===== src/rtl/snax_alu_pkg.sv =====
// ============================================================================
// Module      : snax_alu_pkg
// Description : Shared types and default sizes for the SNAX ALU processing
//               element, its CSR manager and the result packer.
// Revision    : 1.0 - initial release
// ============================================================================
`default_nettype none

package snax_alu_pkg;

  // Default result width and packing ratio shared across the ALU cluster.
  localparam int unsigned DefaultDataWidth  = 64;
  localparam int unsigned DefaultPackFactor = 4;

  // Result packer control states.
  typedef enum logic [1:0] {
    IDLE    = 2'd0,
    COLLECT = 2'd1,
    DRAIN   = 2'd2
  } packer_state_e;

endpackage : snax_alu_pkg

`default_nettype wire


===== src/rtl/snax_alu_result_packer.sv =====
// ============================================================================
// Module      : snax_alu_result_packer
// Description : Packs PackFactor consecutive ALU results into one wide word
//               with a per-lane strobe, flushes a partial final word and
//               pulses done_o once the last word has left the block.
// Revision    : 1.0 - initial release
// ============================================================================
`default_nettype none

module snax_alu_result_packer
  import snax_alu_pkg::*;
#(
  parameter int unsigned DataWidth  = DefaultDataWidth,
  parameter int unsigned PackFactor = DefaultPackFactor,
  parameter int unsigned CountWidth = 16
) (
  input  logic                             clk_i,
  input  logic                             rst_ni,
  input  logic                             start_i,
  input  logic [CountWidth-1:0]            len_i,
  input  logic [DataWidth-1:0]             res_i,
  input  logic                             res_valid_i,
  output logic                             res_ready_o,
  output logic [DataWidth*PackFactor-1:0]  pack_o,
  output logic [PackFactor-1:0]            pack_strb_o,
  output logic                             pack_valid_o,
  input  logic                             pack_ready_i,
  output logic                             busy_o,
  output logic                             done_o
);

  localparam int unsigned LaneWidth = $clog2(PackFactor);
  localparam int unsigned PackWidth = DataWidth * PackFactor;

  packer_state_e          state_q, state_d;
  logic [CountWidth-1:0]  len_q, cnt_q;
  logic [LaneWidth-1:0]   lane_q;
  logic [PackWidth-1:0]   fill_q, fill_merged;
  logic [PackFactor-1:0]  mask_q, mask_merged;
  logic [PackWidth-1:0]   pack_q;
  logic [PackFactor-1:0]  strb_q;
  logic                   pvalid_q;
  logic                   done_q, done_d;

  logic accept, last, word_done, out_hs, start_run;

  // Stall the PE only while the output register is full and not draining.
  assign res_ready_o = (state_q == COLLECT) && !(pvalid_q && !pack_ready_i);
  assign accept      = res_valid_i && res_ready_o;
  assign last        = (cnt_q == len_q - CountWidth'(1));
  assign word_done   = accept && ((lane_q == LaneWidth'(PackFactor - 1)) || last);
  assign out_hs      = pvalid_q && pack_ready_i;
  assign start_run   = (state_q == IDLE) && start_i && (len_i != '0);

  assign pack_o       = pack_q;
  assign pack_strb_o  = strb_q;
  assign pack_valid_o = pvalid_q;
  assign busy_o       = (state_q != IDLE);
  assign done_o       = done_q;

  // Fill buffer and mask as they look with the incoming result merged in,
  // so a completing word can be moved to the output in the same cycle.
  always_comb begin
    fill_merged = fill_q;
    mask_merged = mask_q;
    for (int k = 0; k < PackFactor; k++) begin
      if (lane_q == LaneWidth'(k)) begin
        fill_merged[k*DataWidth +: DataWidth] = res_i;
        mask_merged[k]                        = 1'b1;
      end
    end
  end

  // Next-state and completion-pulse decode.
  always_comb begin
    state_d = state_q;
    done_d  = 1'b0;
    case (state_q)
      IDLE: begin
        if (start_i) begin
          if (len_i != '0) state_d = COLLECT;
          else             done_d  = 1'b1;
        end
      end
      COLLECT: begin
        if (accept && last) state_d = DRAIN;
      end
      DRAIN: begin
        if (out_hs) begin
          state_d = IDLE;
          done_d  = 1'b1;
        end
      end
      default: state_d = IDLE;
    endcase
  end

  // State register and registered done pulse.
  always_ff @(posedge clk_i or negedge rst_ni) begin
    if (!rst_ni) begin
      state_q <= IDLE;
      done_q  <= 1'b0;
    end else begin
      state_q <= state_d;
      done_q  <= done_d;
    end
  end

  // Run length and progress counters; the lane index wraps naturally
  // because PackFactor is a power of two.
  always_ff @(posedge clk_i or negedge rst_ni) begin
    if (!rst_ni) begin
      len_q  <= '0;
      cnt_q  <= '0;
      lane_q <= '0;
    end else if (start_run) begin
      len_q  <= len_i;
      cnt_q  <= '0;
      lane_q <= '0;
    end else if (accept) begin
      cnt_q  <= cnt_q + CountWidth'(1);
      lane_q <= lane_q + LaneWidth'(1);
    end
  end

  // Fill buffer: accumulate lanes, restart from zero after each word so
  // unused lanes of a partial final word read as zero.
  always_ff @(posedge clk_i or negedge rst_ni) begin
    if (!rst_ni) begin
      fill_q <= '0;
      mask_q <= '0;
    end else if (start_run || word_done) begin
      fill_q <= '0;
      mask_q <= '0;
    end else if (accept) begin
      fill_q <= fill_merged;
      mask_q <= mask_merged;
    end
  end

  // Output register: a new word wins over a simultaneous drain; a drain
  // with no new word clears the register.
  always_ff @(posedge clk_i or negedge rst_ni) begin
    if (!rst_ni) begin
      pack_q   <= '0;
      strb_q   <= '0;
      pvalid_q <= 1'b0;
    end else if (word_done) begin
      pack_q   <= fill_merged;
      strb_q   <= mask_merged;
      pvalid_q <= 1'b1;
    end else if (out_hs) begin
      pack_q   <= '0;
      strb_q   <= '0;
      pvalid_q <= 1'b0;
    end
  end

endmodule : snax_alu_result_packer

`default_nettype wire


===== config.mk =====
export PLATFORM = sky130hd
export DESIGN_NAME = snax_alu_result_packer
export DESIGN_NICKNAME = d
export VERILOG_FILES = /design/src/rtl/snax_alu_pkg.sv /design/src/rtl/snax_alu_result_packer.sv
export SDC_FILE = /design/constraint.sdc
export NUM_CORES = 1
export LEC_CHECK = 0
export CORE_UTILIZATION = 59
export DETAILED_ROUTE_END_ITERATION = 10
export GPL_TIMING_DRIVEN = 0
export PLACE_DENSITY = 0.95
export SLEW_MARGIN = 20
export SYNTH_ARGS = -nofsm -noshare
export SYNTH_HDL_FRONTEND = slang
export SYNTH_SLANG_ARGS = --single-unit

===== constraint.sdc =====
create_clock -name clk_i -period 5.8 [get_ports clk_i]
set_clock_uncertainty 0.1 [all_clocks]
set_input_delay 0.58 -clock clk_i [delete_from_list [all_inputs] [get_ports clk_i]]
set_output_delay 0.58 -clock clk_i [all_outputs]
set_load 0.05 [all_outputs]

Yosys cells after proc, flatten, opt, wreduce, memory -nomap -nowiden
Index checks and enable logic that the tools add are counted.
{"block": "totals", "output_inout_bits": 264, "input_bits": 85, "register_bits": 558, "wordCells": 74}
{"block": "op_classes", "reduce_logical": 20, "mux": 31, "add_sub_neg": 3, "eq_ne": 10}
{"op": "$mux W256", "count": 4}
{"op": "$mux W64", "count": 4}
{"op": "$mux W16", "count": 2}
{"op": "$add A16 B1 Y16 const B", "count": 1}
{"op": "$eq A16 B16 Y1", "count": 1}
{"op": "$mux W4", "count": 4}
{"op": "$reduce_bool A16 Y1", "count": 1}
{"op": "$sub A16 B1 Y16 const B", "count": 1}
{"op": "$mux W2", "count": 6}
{"op": "$mux W1", "count": 9}
{"op": "$logic_and A1 B1 Y1", "count": 8}
{"op": "$reduce_bool A2 Y1", "count": 4}
{"op": "$eq A2 B2 Y1 const B", "count": 3}
{"op": "$pmux W2 S3", "count": 1}
{"op": "$eq A2 B1 Y1 const B", "count": 2}
{"op": "$logic_not A2 Y1", "count": 2}
{"op": "$ne A2 B1 Y1 const B", "count": 2}
{"op": "$ne A2 B2 Y1 const B", "count": 2}
{"op": "$reduce_and A4 Y1", "count": 1}
{"op": "$add A2 B1 Y2 const B", "count": 1}
{"op": "$logic_not A1 Y1", "count": 2}
{"op": "$logic_or A1 B1 Y1", "count": 2}
{"op": "$pmux W1 S2", "count": 1}

Longest topological paths before layout
{"block": "logic_depth", "word_depth": 8, "depth_mapped": 12, "mapped_depth_nobuf": 9}

Least setup slack after synthesis
OpenSTA, ideal clock, no wires.
{"block": "synth_timing", "kind": "register to register", "start": "register len_q[3]", "end": "register pack_q[238] (netlist: pack_o[238])", "stages_incl_launch_ff": 12, "n_path_buf": 4, "t_arrival_ns": 3.254, "setup_time_ns": 0.079, "period_less_slack_ns": 3.433, "setup_slack_ns": 2.367, "path_cell_list": "dfrtp_1 > or4_1 > buf_2 > nor4_1 > xnor2_1 > a2111o_1 > nor4_4 > o21a_1 > buf_2 > buf_4 > buf_4 > mux2i_1"}
{"block": "synth_via", "elab_chain_len": 5, "elab_cells_between_ends": 6, "cone_classes": "1 x add/sub; 1 x eq/ne; 1 x mux; 3 x reduce/logical"}
{"item": "start, declared", "line_no": "snax_alu_result_packer.sv:36", "text": "logic [CountWidth-1:0] len_q, cnt_q;"}
{"item": "start signal, assigned", "line_no": "snax_alu_result_packer.sv:117", "text": "len_q <= len_i;"}
{"item": "$sub A16 B1 Y16 (*)", "line_no": "snax_alu_result_packer.sv:50", "text": "assign last = (cnt_q == len_q - CountWidth'(1));"}
{"item": "$eq A16 B16 Y1 (*)", "line_no": "snax_alu_result_packer.sv:50"}
{"item": "$logic_or A1 B1 Y1 (*)", "line_no": "snax_alu_result_packer.sv:51", "text": "assign word_done = accept && ((lane_q == LaneWidth'(PackFactor - 1)) || last);"}
{"item": "$logic_and A1 B1 Y1 (*)", "line_no": "snax_alu_result_packer.sv:51"}
{"item": "$mux W256 / $reduce_bool A2 Y1 (equally long branches)"}
{"item": "end signal, assigned", "line_no": "snax_alu_result_packer.sv:149", "text": "pack_q <= fill_merged;"}
{"item": "end, declared", "line_no": "snax_alu_result_packer.sv:40", "text": "logic [PackWidth-1:0] pack_q;"}
Every way passes the cells marked *; elsewhere a longest branch is shown, timed or not.
A chain may end at the register's enable or synchronous reset.

Final worst setup path
{"block": "layout_timing", "start": "register len_q[3]", "end": "register fill_q[215]"}
{"block": "layout_via", "elab_chain_len": 6, "elab_cells_between_ends": 7, "cone_classes": "1 x add/sub; 1 x eq/ne; 1 x mux; 4 x reduce/logical"}
{"item": "$sub A16 B1 Y16 (*)", "line_no": "snax_alu_result_packer.sv:50"}
{"item": "$eq A16 B16 Y1 (*)", "line_no": "snax_alu_result_packer.sv:50"}
{"item": "$logic_or A1 B1 Y1 (*)", "line_no": "snax_alu_result_packer.sv:51"}
{"item": "$logic_and A1 B1 Y1 (*)", "line_no": "snax_alu_result_packer.sv:51"}
{"item": "$logic_or A1 B1 Y1 (*)", "line_no": "snax_alu_result_packer.sv:132", "text": "end else if (start_run || word_done) begin"}
{"item": "$mux W256 / $reduce_bool A2 Y1 (equally long branches)"}
{"item": "end signal, assigned", "line_no": "snax_alu_result_packer.sv:136", "text": "fill_q <= fill_merged;"}
{"item": "end, declared", "line_no": "snax_alu_result_packer.sv:38", "text": "logic [PackWidth-1:0] fill_q, fill_merged;"}
Marked as above.

==> results by group <==
Min path
  • Hold Crit Class: flop to flop

Die
  • I/O pin count: 349
  • Die Span Y: 204.7 um
  • Die area: 41890 um2
  • Initial Utilization: 60.45%
  • # rows: 73
  • Die X-Extent: 204.7 um
  • Core area: 40100 um2

Critical path
  • WP data required: 6200 ps
  • Worst path slowest cell: nor4_4
  • CP Max Fanout: 10
  • Worst Setup EP: fill_q[215]
  • CP Launch Point: len_q[3]
  • Critical R2R Launch: len_q[3]
  • CP dominant cell by count: clkbuf_1
  • Setup CP Type: flop to flop
  • Worst R2R End: fill_q[215]
  • Worst reg2reg path depth: 10
  • Arrival time at the worst endpoint: 5070 ps
  • Max stage delay on crit path: around 830 ps
  • CP startpoint kind: flop
  • Crit end category: flop
  • Reg2Reg Setup Slack: 1130 ps
  • Crit-path cells: or4_1, buf_2, nor4_1, xnor2_1, a2111o_1, nor4_4, o21ai_2, clkbuf_1, clkbuf_1, and3_1

STA
  • Crit path time final: 4671 ps
  • Tightest Pin Transition: 1121 ps
  • Period utilization: 80.53%
  • Max frequency: 214.1 MHz
  • Finish-stage setup viols: 0
  • Final setup TNS: 0 ps
  • Final hold vios: 0
  • Pins Over Slew Limit: 0
  • Worst rel slew slack: between 20% and 30%
  • RSZ-0062 raised after global routing: false

GRT
  • Overflow after GRT: 0
  • Largest net degree at the start of global routing: 105
  • Initial antenna violation count: 1
  • Global-route wire length before repair: around 110000 um
  • Vias in the first global route: just under 20000
  • Tot GR Track Use: between 30% and 40%

Power and ir drop
  • Peak VDD IR: 252.2 uV
  • Net load switching power: 1703 uW
  • Clock Power Share: a little under half
  • Combinational share of power: 2.9%
  • Pwr Density: 255.8 nW/um2
  • Tot Pwr: 7798 uW
  • Internal power: ~6100 uW
  • Sequential share of power: roughly 50%
  • Switch share: 21.85%
  • Leak pwr: 0.01351 uW

Status
  • Status: finished clean

Clock tree
  • Worst-path clk slew: 60 ps
  • Sink Count: 558
  • Post-CTS setup buffer count: 0
  • Clock root buffer: clkbuf_16
  • TritonCTS clock tree: built
  • Worst skew pair latency: 610 ps
  • CTS buffer count: 54
  • Bufs on Longest Clock Path: 3
  • # H-tree levels: 2

Yosys
  • Synth Flop Type: dfrtp_1
  • Unique cell type count in the Yosys netlist: 43
  • Ranking of synthesized cells by area: dfrtp_1, mux2i_1, a22o_1
  • Synth top area share: a little under 60%
  • Syn nets: between 2000 and 2500
  • Part of the Yosys area used for sequential elements: 57.61%
  • Most frequent cell after synthesis: dfrtp_1
  • Netlist Area Pre-Place: 24240 um2
  • Synth async-reset ratio: 100.0%
  • Avg Inst Size Synth: roughly 12 um2
  • #FFs+latches synth: 558
  • YS warnings: 0
  • Synth cell count leaders: dfrtp_1, mux2i_1, nand2_1
  • EDFF count, synth: 0
  • Post-synth top area cell: dfrtp_1
  • Post-synthesis cell count: 1976

Place
  • IO buf count: 348
  • Placed Cells: 2861
  • Gpl congestion: 0.9169
  • Detailed placement HPWL: 50220 um

Cells and area
  • Fillers: between 2000 and 2500
  • Area Growth Syn to Fin: 25.79%
  • Final #Nets: 2484
  • Layout cells sized above 1: approximately 5.7%
  • Layout Cells excl Fill: 2958
  • Antenna fix cells: 0
  • Post-layout util: 76.03%

Detailed routing
  • Detailed Routing Iterations Pass 1: 6
  • Vias per cell: roughly 6.3
  • Vias: approximately 19000
  • Final WL: around 74000 um
  • Initial drt markers: ~1600
  • WL per Instance: between 20 and 30 um
  • Post-route ant nets: 0
  • # DRC: 0

Run
  • Max_cap viols: 0
## cells in the final DEF, fill, tap and decap left out, drive strengths merged, types with 2 or more instances in the layout
cell type,count
a22o,192
nor2,27
nand4,5
nor2b,2
inv,7
buf,46
a31oi,3
xnor2,18
dfrtp,558
nand2,323
nor3,12
or3,5
and3,72
or4,3
o21ai,7
clkinvlp,3
a21oi,12
o211ai,3
ha,6
nand2b,6
nand3,9
xor2,15
bufinv,5
clkinv,6
nor4,10
o41ai,4
clkdlybuf4s50,347
mux2i,516
clkbuf,197
## critical path: cells and delay by family, from the launching register on
kind | cells | cell delay [ps]
buffers and inverters | 3 | 910
AND/OR/NAND/NOR | 4 | 2040
AO/OA/AOI/OAI | 2 | 890
XOR/XNOR | 1 | 150
flip-flops | 1 | 470
## logic make-up after synthesis
family                     synth area share, %
adders and majority gates               0.3097
xor gates and xnor gates                 1.193
DFF                                      57.61
and+or+nand+nor                          8.781
AOI/OAI and AO/OA                        7.991
buffers and inverters                    2.803
muxes                                    21.31
## metal layers
layer	vias to the layer above	routed length (um)	track usage (%)
li1	7849	-	-
met5	-	0	0
met1	9518	28660	45.70
met4	0	3533	17.54
met3	242	5835	7.000
met2	954	36040	57.73
## metrics by stage
step	cell area, um2	worst slack [ps]	hold WS [ps]
6_report	30490	1129	379.5
5_1_grt	30490	963.6	396.0
4_1_cts	30490	1170	373.5
3_5_place_dp	28650	905.9	362.4
2_1_floorplan	24240	2367	184.4
3_3_place_gp	28380	-19240	350.1
## registers in the layout, indices dropped and copies added, names as in the netlist
signal,count
cnt_q,16
pack_strb_o,4
done_o,1
lane_q,2
pack_valid_o,1
fill_q,256
mask_q,4
len_q,16
state_q,2
pack_o,256
## layout make-up
type / instances / area [um2] / share of cell area (%)
inverters: 5 / 18.77 / 0.06156
multi-input cells: 1263 / 9647 / 31.64
flip-flops and latches: 558 / 13960 / 45.80
clock buffers: 80 / 1600 / 5.249
well taps: 525 / 656.9 / 2.155
repair buffers: 361 / 3707 / 12.16
clock inverters: 16 / 231.5 / 0.7593
plain buffers: 150 / 661.9 / 2.171
## worst min-delay path by stage
stage	end	slack (ps)	from	cells past startpoint
4_1_cts	done_o	370	state_q[0]	1
3_5_place_dp	done_o	360	state_q[0]	1
2_1_floorplan	cnt_q[0]	180	rst_ni	0
3_3_place_gp	done_o	350	state_q[0]	1
6_report	done_o	380	state_q[0]	1
5_1_grt	done_o	400	state_q[0]	1
## power by group through the flow
| stage | combinational (uW) | clock [uW] | sequential (uW) |
|---|---|---|---|
| 2_1_floorplan | 17.2 | 0 | 3970 |
| 3_3_place_gp | 201 | 0 | 3970 |
| 3_5_place_dp | 222 | 0 | 3960 |
| 4_1_cts | 225 | 3690 | 3890 |
| 5_1_grt | 245 | 3840 | 3890 |
| 6_report | 226 | 3680 | 3890 |
## what timing repair did
item | in CTS | in global routing
hold endpoints to repair | 85 | 0
hold buffers | 1 | 0
gates resized for setup | 0 | 0
Note: power is estimated with default switching activity, not from simulation.
